`config.mk`:
```
export PLATFORM = sky130hd
export DESIGN_NAME = ltl_report_collector
export DESIGN_NICKNAME = d
export VERILOG_FILES = /design/src/rtl/ltl_report_collector.sv
export SDC_FILE = /design/constraint.sdc
export NUM_CORES = 1
export LEC_CHECK = 0
export CAP_MARGIN = 15
export CORE_MARGIN = 2
export CORE_UTILIZATION = 54
export DETAILED_ROUTE_END_ITERATION = 8
export PLACE_DENSITY = 0.82
export REMOVE_ABC_BUFFERS = 1
export SYNTH_ARGS = -nofsm -noshare
export SYNTH_HDL_FRONTEND = slang
export SYNTH_SLANG_ARGS = --single-unit
```
`constraint.sdc`:
```
create_clock -name clk_i -period 2.5 [get_ports clk_i]
set_clock_uncertainty 0.2 [all_clocks]
set_input_delay 0.25 -clock clk_i [delete_from_list [all_inputs] [get_ports clk_i]]
set_output_delay 0.25 -clock clk_i [all_outputs]
set_load 0.05 [all_outputs]
```
`src/rtl/ltl_report_collector.sv`:
```
// Samples an ltl2cN automaton's report wires once per consumed symbol, queues
// timestamped events, and keeps saturating hit counters plus sticky flags.
// Define LTL_REPORT_EDGE_EN to record only rising reports instead of levels.
module ltl_report_collector #(
    parameter int NUM_REPORTS = 4,
    parameter int FIFO_DEPTH  = 8,
    parameter int TS_WIDTH    = 32,
    parameter int CNT_WIDTH   = 16
) (
    input  logic                             clk_i,
    input  logic                             rst_ni,
    input  logic                             run_i,
    input  logic                             flush_i,
    input  logic [NUM_REPORTS-1:0]           report_i,
    output logic                             evt_valid_o,
    input  logic                             evt_ready_i,
    output logic [NUM_REPORTS-1:0]           evt_mask_o,
    output logic [TS_WIDTH-1:0]              evt_ts_o,
    output logic [$clog2(FIFO_DEPTH):0]      level_o,
    output logic [NUM_REPORTS*CNT_WIDTH-1:0] hit_cnt_o,
    output logic                             violation_o,
    output logic                             overflow_o
);

    localparam int PTR_W = $clog2(FIFO_DEPTH);
    localparam int LVL_W = PTR_W + 1;

    logic                   run_q, run_d;
    logic [TS_WIDTH-1:0]    sym_idx_q, sym_idx_d;
    logic [PTR_W-1:0]       wr_ptr_q, wr_ptr_d;
    logic [PTR_W-1:0]       rd_ptr_q, rd_ptr_d;
    logic [LVL_W-1:0]       level_q, level_d;
    logic [NUM_REPORTS-1:0] mem_mask_q [FIFO_DEPTH];
    logic [NUM_REPORTS-1:0] mem_mask_d [FIFO_DEPTH];
    logic [TS_WIDTH-1:0]    mem_ts_q   [FIFO_DEPTH];
    logic [TS_WIDTH-1:0]    mem_ts_d   [FIFO_DEPTH];
    logic [CNT_WIDTH-1:0]   hit_cnt_q  [NUM_REPORTS];
    logic [CNT_WIDTH-1:0]   hit_cnt_d  [NUM_REPORTS];
    logic                   violation_q, violation_d;
    logic                   overflow_q, overflow_d;
`ifdef LTL_REPORT_EDGE_EN
    logic [NUM_REPORTS-1:0] report_prev_q, report_prev_d;
`endif

    logic                   sample;
    logic                   push;
    logic                   pop;
    logic                   full;
    logic                   push_ok;
    logic [NUM_REPORTS-1:0] mask;

    always_comb begin
        sample = run_q & ~flush_i;
`ifdef LTL_REPORT_EDGE_EN
        mask   = report_i & ~report_prev_q;
`else
        mask   = report_i;
`endif
        push    = sample & (|mask);
        pop     = (level_q != '0) & evt_ready_i;
        full    = (level_q == LVL_W'(FIFO_DEPTH));
        push_ok = push & (~full | pop);

        run_d       = run_q;
        sym_idx_d   = sym_idx_q;
        wr_ptr_d    = wr_ptr_q;
        rd_ptr_d    = rd_ptr_q;
        level_d     = level_q;
        mem_mask_d  = mem_mask_q;
        mem_ts_d    = mem_ts_q;
        hit_cnt_d   = hit_cnt_q;
        violation_d = violation_q;
        overflow_d  = overflow_q;
`ifdef LTL_REPORT_EDGE_EN
        report_prev_d = report_prev_q;
`endif

        if (flush_i) begin
            run_d       = 1'b0;
            sym_idx_d   = '0;
            wr_ptr_d    = '0;
            rd_ptr_d    = '0;
            level_d     = '0;
            violation_d = 1'b0;
            overflow_d  = 1'b0;
            for (int r = 0; r < NUM_REPORTS; r++) begin
                hit_cnt_d[r] = '0;
            end
`ifdef LTL_REPORT_EDGE_EN
            report_prev_d = '0;
`endif
        end else begin
            run_d = run_i;
            if (run_i) begin
                sym_idx_d = sym_idx_q + TS_WIDTH'(1);
            end
            if (pop) begin
                rd_ptr_d = rd_ptr_q + PTR_W'(1);
            end
            // The sample belongs to the symbol consumed last cycle, whose index is one behind.
            if (push_ok) begin
                mem_mask_d[wr_ptr_q] = mask;
                mem_ts_d[wr_ptr_q]   = sym_idx_q - TS_WIDTH'(1);
                wr_ptr_d             = wr_ptr_q + PTR_W'(1);
            end else if (push) begin
                overflow_d = 1'b1;
            end
            level_d = level_q + LVL_W'(push_ok) - LVL_W'(pop);
            if (sample) begin
                for (int r = 0; r < NUM_REPORTS; r++) begin
                    if (mask[r] && (hit_cnt_q[r] != '1)) begin
                        hit_cnt_d[r] = hit_cnt_q[r] + CNT_WIDTH'(1);
                    end
                end
                if (report_i != '0) begin
                    violation_d = 1'b1;
                end
`ifdef LTL_REPORT_EDGE_EN
                report_prev_d = report_i;
`endif
            end
        end
    end

    always_ff @(posedge clk_i or negedge rst_ni) begin
        if (!rst_ni) begin
            run_q       <= 1'b0;
            sym_idx_q   <= '0;
            wr_ptr_q    <= '0;
            rd_ptr_q    <= '0;
            level_q     <= '0;
            violation_q <= 1'b0;
            overflow_q  <= 1'b0;
            for (int i = 0; i < FIFO_DEPTH; i++) begin
                mem_mask_q[i] <= '0;
                mem_ts_q[i]   <= '0;
            end
            for (int r = 0; r < NUM_REPORTS; r++) begin
                hit_cnt_q[r] <= '0;
            end
`ifdef LTL_REPORT_EDGE_EN
            report_prev_q <= '0;
`endif
        end else begin
            run_q       <= run_d;
            sym_idx_q   <= sym_idx_d;
            wr_ptr_q    <= wr_ptr_d;
            rd_ptr_q    <= rd_ptr_d;
            level_q     <= level_d;
            violation_q <= violation_d;
            overflow_q  <= overflow_d;
            mem_mask_q  <= mem_mask_d;
            mem_ts_q    <= mem_ts_d;
            hit_cnt_q   <= hit_cnt_d;
`ifdef LTL_REPORT_EDGE_EN
            report_prev_q <= report_prev_d;
`endif
        end
    end

    // Head data is forced to zero while empty so stale entries never leak out.
    always_comb begin
        evt_valid_o = (level_q != '0);
        evt_mask_o  = evt_valid_o ? mem_mask_q[rd_ptr_q] : '0;
        evt_ts_o    = evt_valid_o ? mem_ts_q[rd_ptr_q] : '0;
        level_o     = level_q;
        violation_o = violation_q;
        overflow_o  = overflow_q;
        hit_cnt_o   = '0;
        for (int r = 0; r < NUM_REPORTS; r++) begin
            hit_cnt_o[r*CNT_WIDTH +: CNT_WIDTH] = hit_cnt_q[r];
        end
    end

endmodule
```
==> results of run 1 <==
state kept, by name, summed over array words and instances (netlist names):
name,count
mem_ts_q,256
hit_cnt_o,64
mem_mask_q,32
sym_idx_q,32
level_o,4
rd_ptr_q,3
wr_ptr_q,3
overflow_o,1
run_q,1
violation_o,1
stage by stage:
stage | total power, mW | hold WS, ps | TNS (ps)
after global routing | 23.2 | 75.2 | -15630
after detailed placement | 14.9 | -102 | -23420
after floorplan | 12.6 | -246 | -319240
final | 22.3 | 56.1 | -10490
after global placement | 14.7 | -102 | -17030
after CTS | 22.0 | 38.3 | -8870
cells in the final DEF (no fill, tap or decap), drive strengths merged, types with 4 or more instances in the layout:
cell,count
buf,165
ha,14
clkinv,8
xnor2,53
clkdlybuf4s50,76
o31ai,4
inv,19
and4,12
nand2,302
o2111ai,5
nor4,16
or3,22
nor3,29
bufinv,5
mux2i,44
clkbuf,53
xor2,55
a31oi,7
nand3,25
and3,17
o21ai,237
o211ai,9
mux4,72
nand4,35
mux2,21
or4,10
nor2,176
dfrtp,397
and2,7
a21oi,50
power groups by stage:
stage | combinational [mW] | clock, mW | sequential [mW]
after floorplan | 4.46 | 0 | 8.10
after global placement | 6.97 | 0 | 7.75
after detailed placement | 7.10 | 0 | 7.83
after CTS | 7.96 | 6.30 | 7.76
after global routing | 8.73 | 6.61 | 7.85
final | 8.22 | 6.26 | 7.78
area by class of cell:
cell class / count / area [um^2]
sequential: 397 / 9940
clock inverter: 16 / 219
multi-input combinational: 1252 / 8840
tap: 455 / 569
inverter: 17 / 63.8
fill: 2338 / 11200
clock buffer: 53 / 1140
timing repair buffer: 243 / 2600
worst max path at each step:
stage                             from                    endpoint  slack, ps  depth (start not counted)
2_1_floorplan     level_o[2]$_DFF_PN0_  mem_mask_q[24]$_DFFE_PN0P_      -3370                          6
3_3_place_gp               report_i[1]        level_o[1]$_DFF_PN0_       -250                          9
3_5_place_dp               report_i[1]        level_o[1]$_DFF_PN0_       -280                          9
4_1_cts        rd_ptr_q[0]$_DFFE_PN0P_                evt_ts_o[28]       -310                          6
5_1_grt        rd_ptr_q[0]$_DFFE_PN0P_                evt_ts_o[29]       -390                          6
6_report       rd_ptr_q[0]$_DFFE_PN0P_                evt_ts_o[30]       -290                          6
worst max-delay path, cell delays in order (launching register included):
cell     delay [ps]
dfrtp_4         510
buf_12          190
buf_12          160
mux4_2          510
mux2i_2         180
nor2_1           80
buf_6           180
routing by layer:
layer  track usage  up-vias  share of wire
met5             0        -              0
met4        0.0920        0          0.030
met3        0.0444      139          0.067
met2         0.462      608           0.51
met1         0.353     7451           0.39
li1              -     6582              -
cells by family (layout without fill, tap and decap cells):
| family | after synthesis | count (layout) | synth area share |
|---|---|---|---|
| simple gates | 666 | 666 | 0.162 |
| flops | 397 | 397 | 0.525 |
| fa+ha+maj | 15 | 15 | 0.0103 |
| xor+xnor | 108 | 108 | 0.0507 |
| mux | 137 | 137 | 0.121 |
| compound gates | 326 | 326 | 0.0925 |
| buf+inv | 147 | 329 | 0.0383 |
what timing repair did:
item / 4_1_cts / 5_1_grt
buffers inserted: 7 / 6
resized for setup: 79 / 107
pin swaps: 3 / 42
hold buffers: 2 / 0
cloned: 3 / 0
hold endpoints to repair: 397 / 0
setup endpoints to repair: 184 / 222
==> run metrics, run 1 <==
reg2reg end=mem_ts_q[127]$_DFFE_PN0P_; Post-Place Cells=between 2000 and 2500; Max Fanout on Critical Path=9; RSZ-0062 raised after global routing=true; Post-Syn Instances=between 1500 and 2000; Post-DP HPWL=about 28 mm; Setup violations, final=72; post-synth cell types=64; post-synth top area share=0.525; Sw Share=0.353; Inserted Clock Buffers=41; final worst-path setup slack=-293 ps; Slew Limit Headroom=0.473; Port Buffer Count=115; post-synthesis async set-or-reset flop share=1.00; cell area after layout=between 20000 and 25000 um^2; DR iter-0 viols=~1200; worst path required time=between 2000 and 2500 ps; WP data arrival=about 2300 ps; cell-internal power=roughly 14 mW; sequential share of power=0.349; Synth-to-Final Area Change=23.5%; syn avg cell area=between 10 and 15 um^2; CTS root buf=clkbuf_16; Seq cells post-synth=approximately 400; Worst VDD drop=between 0.0007 and 0.0008 V; vias=between 10000 and 15000; r2r setup slk=-120 ps; Worst-path clk slew=approximately 60 ps; core area=approximately 35000 um^2; number of top-level pins=116; Pwr per Cell Area=approximately 950 nW/um^2; DP Worst Slack=-284 ps; dpl cell area=21100 um^2; fin cells=2433; area leader, netlist=dfrtp_1; WS Path Type=register to primary output; Max Cap Violations=0; Synth area leaders=dfrtp_1, mux4_2, nand2_1; final-report max-slew violation count=0; r2r startpoint=sym_idx_q[7]$_DFFE_PN0P_; worst skew pair latency=~540 ps; ys flop type=dfrtp_1; largest net degree at the start of global routing=95; Worst Hold Class=primary input to register; Routed Antenna Nets=0; clock network power share=0.281; die area=about 37000 um^2; worst-margin pin slew=789 ps; CP Launch Type=register; initial antenna violation count=0; min Tclk post-route=~2800 ps; Rows=68; most instantiated cells after synthesis=dfrtp_1, nand2_1, o21ai_0; fin nets=1976; number of synthesized flops with an enable pin=0; R2R depth=5; NetSw=between 7 and 8 mW; combinational share of power=0.369; final hold violation count=0; hold worst-path end=level_o[3]$_DFF_PN0_; synth warn=0; fin crit share=1.12; chip width=about 190 um; failing checks=negative setup slack; Highest Clock Rate=358 MHz; count leader, synth=dfrtp_1; # clock sinks=just under 400; Post-Syn Area=roughly 19000 um^2; TritonCTS clock tree=yes; vias in the first global route=between 15000 and 20000; antenna fix cells=0; RePlAce Congestion=roughly 0.87; DRC=0; hold path depth=3; layout cells sized above 1=0.220; final design utilization=0.677; Leakage Power=~10 nW; sequential share of the synthesized area=0.525; Routed WL=49.8 mm; DR vias/cell=6.07; first-pass GRT wire length=between 70 and 80 mm; grt total ovfl=0; H-tree depth=2; drt first pass iters=6; clk buf depth=3; status=finished with violations; Wirelength per Cell=about 20 um; nature of the critical path endpoint=primary output; min-delay src=flush_i; Initial Util=0.548; chip height=~190 um; GRT Util Overall=0.271
(Power assumes the default switching activity.)
==> run 2, diff against run 1 <==
TNS_END_PERCENT = 50   (was not set)
==> run 2 against run 1 <==
Compared with the run above:
- the run still ends with negative setup slack left
- routed wire length decreased by 0.61%
- sequential share of layout area grew 0.10 points
- count of clock-buffer cells in the layout unchanged
- largest power group unchanged
- highest routed layer unchanged
==> run metrics, run 2 (synthesis results as in run 1) <==
min Tclk post-route=approximately 2800 ps; WP data arrival=2340 ps; Final TNS setup=-9220 ps; core area=about 35000 um^2; final design utilization=0.675; status=finished with violations; Post-DP HPWL=~28 mm; final worst-path setup slack=-287 ps; Slew Limit Headroom=0.494; vias=about 15000; Leakage Power=10.2 nW; worst-margin pin slew=between 700 and 800 ps; Routed Antenna Nets=0; WS Path Type=register to primary output; die area=between 30000 and 40000 um^2; DR iter-0 viols=approximately 1200; max reg flops=256; first-pass GRT wire length=between 70 and 80 mm; Worst Hold Class=primary input to register; Port Buffer Count=around 120; antenna fix cells=0; H-tree depth=2; layout cells sized above 1=0.214; Post-Place Cells=~2300; grt total ovfl=0; chip width=~190 um; Worst VDD drop=between 0.0007 and 0.0008 V; fin nets=a little under 2000; number of top-level pins=~120; DRC=0; worst path required time=about 2000 ps; most frequent cells in the layout=dfrtp_1, nand2_1, o21ai_0; worst skew pair latency=~540 ps; DR vias/cell=roughly 6.1; Highest Clock Rate=359 MHz; final-report max-slew violation count=0; Biggest register=mem_ts_q; RePlAce Congestion=just under 0.9; Synth-to-Final Area Change=23.2%; Max Cap Violations=0; TritonCTS clock tree=yes; Rows=approximately 70; drt first pass iters=5; clk buf depth=3; commonest non-fill, non-tap cell in the layout=dfrtp_1; Routed WL=just under 50 mm; RSZ-0062 raised after global routing=true; Wirelength per Cell=between 20 and 25 um; Pwr per Cell Area=roughly 950 nW/um^2; failing checks=negative setup slack; GRT Util Overall=0.271; # clock sinks=approximately 400; Max Fanout on Critical Path=9; final hold violation count=0; Setup violations, final=67; fin cells=about 2400; CTS root buf=clkbuf_16; Initial Util=0.548; initial antenna violation count=0; Worst-path clk slew=approximately 60 ps; vias in the first global route=15040; nature of the critical path endpoint=primary output; Inserted Clock Buffers=41; chip height=191 um; fin crit share=1.11; largest net degree at the start of global routing=95; CP Launch Type=register
==> run 2: cell count changes in the layout (fill, tap and decap cells not counted), moves of 2 or more <==
| cell | delta |
|---|---|
| ha_2 | -2 |
| a21oi_1 | +3 |
| o21ai_0 | +14 |
| o21ai_1 | -5 |
| ha_4 | +2 |
| a21oi_2 | -3 |
| buf_6 | -2 |
| o21ai_2 | -9 |
| inv_2 | +2 |
| inv_1 | -2 |
==> run 2: path summary, 6_finish.rpt <==
check / endpoint / start / slack, ps / depth (start not counted)
hold / removal: level_o[2]$_DFF_PN0_ / flush_i / 60 / 3
setup / recovery: evt_ts_o[30] / rd_ptr_q[0]$_DFFE_PN0P_ / -290 / 6
max in group asynchronous: mem_ts_q[255]$_DFFE_PN0P_ / rst_ni / 880 / 3
min in group asynchronous: mem_ts_q[170]$_DFFE_PN0P_ / rst_ni / 160 / 3
hold reg to reg: mem_ts_q[163]$_DFFE_PN0P_ / mem_ts_q[163]$_DFFE_PN0P_ / 280 / 2
setup reg to reg: mem_ts_q[127]$_DFFE_PN0P_ / sym_idx_q[1]$_DFFE_PN0P_ / -100 / 5
==> run 2: stage by stage <==
step                cell area (um^2)  setup WS (ps)  hold WS, ps  power [mW]
floorplan                      18300          -3370         -246        12.6
global placement               21100           -253         -102        14.7
detailed placement             21100           -284         -102        14.9
CTS                            23000           -311         38.3        22.0
global route                   23300           -376         79.5        23.2
finish                         23300           -287         55.3        22.2
==> run 2: area by class of cell <==
type                    count  area [um^2]
repair buffers            241         2580
clock buffers              53         1140
well taps                 455          569
clock inverters            16          219
fillers                  2351        11200
flip-flops and latches    397         9940
inverters                  17         63.8
multi-input cells        1252         8810
==> run 2: repair_timing <==
item	CTS	global route
buffers inserted	6	7
cloned	3	0
hold buffers	2	0
endpoints found under the hold margin	397	0
setup endpoints to repair	184	221
resized for setup	78	82
pin swaps	2	33
==> run 2: power breakdown <==
part	leakage, nW	internal [mW]	total, mW	switching (mW)
registers	5.37	7.26	7.78	0.517
clock network	0.673	3.73	6.24	2.51
logic	4.19	3.43	8.19	4.76
total	10.2	14.4	22.2	7.80
==> run 2: critical path, stage by stage, from the launching register on <==
cell and delay [ps]:
dfrtp_4 510, buf_12 190, buf_12 150, mux4_2 510, mux2i_2 180, nor2_1 80, buf_6 180
==> run 2: per-layer routing <==
layer / vias to the layer above / wire length, um / global-route usage
met2: 644 / 25100 / 0.461
met5: - / 0 / 0
met3: 144 / 3450 / 0.0444
met1: 7477 / 19400 / 0.353
met4: 0 / 1550 / 0.0920
li1: 6585 / - / -
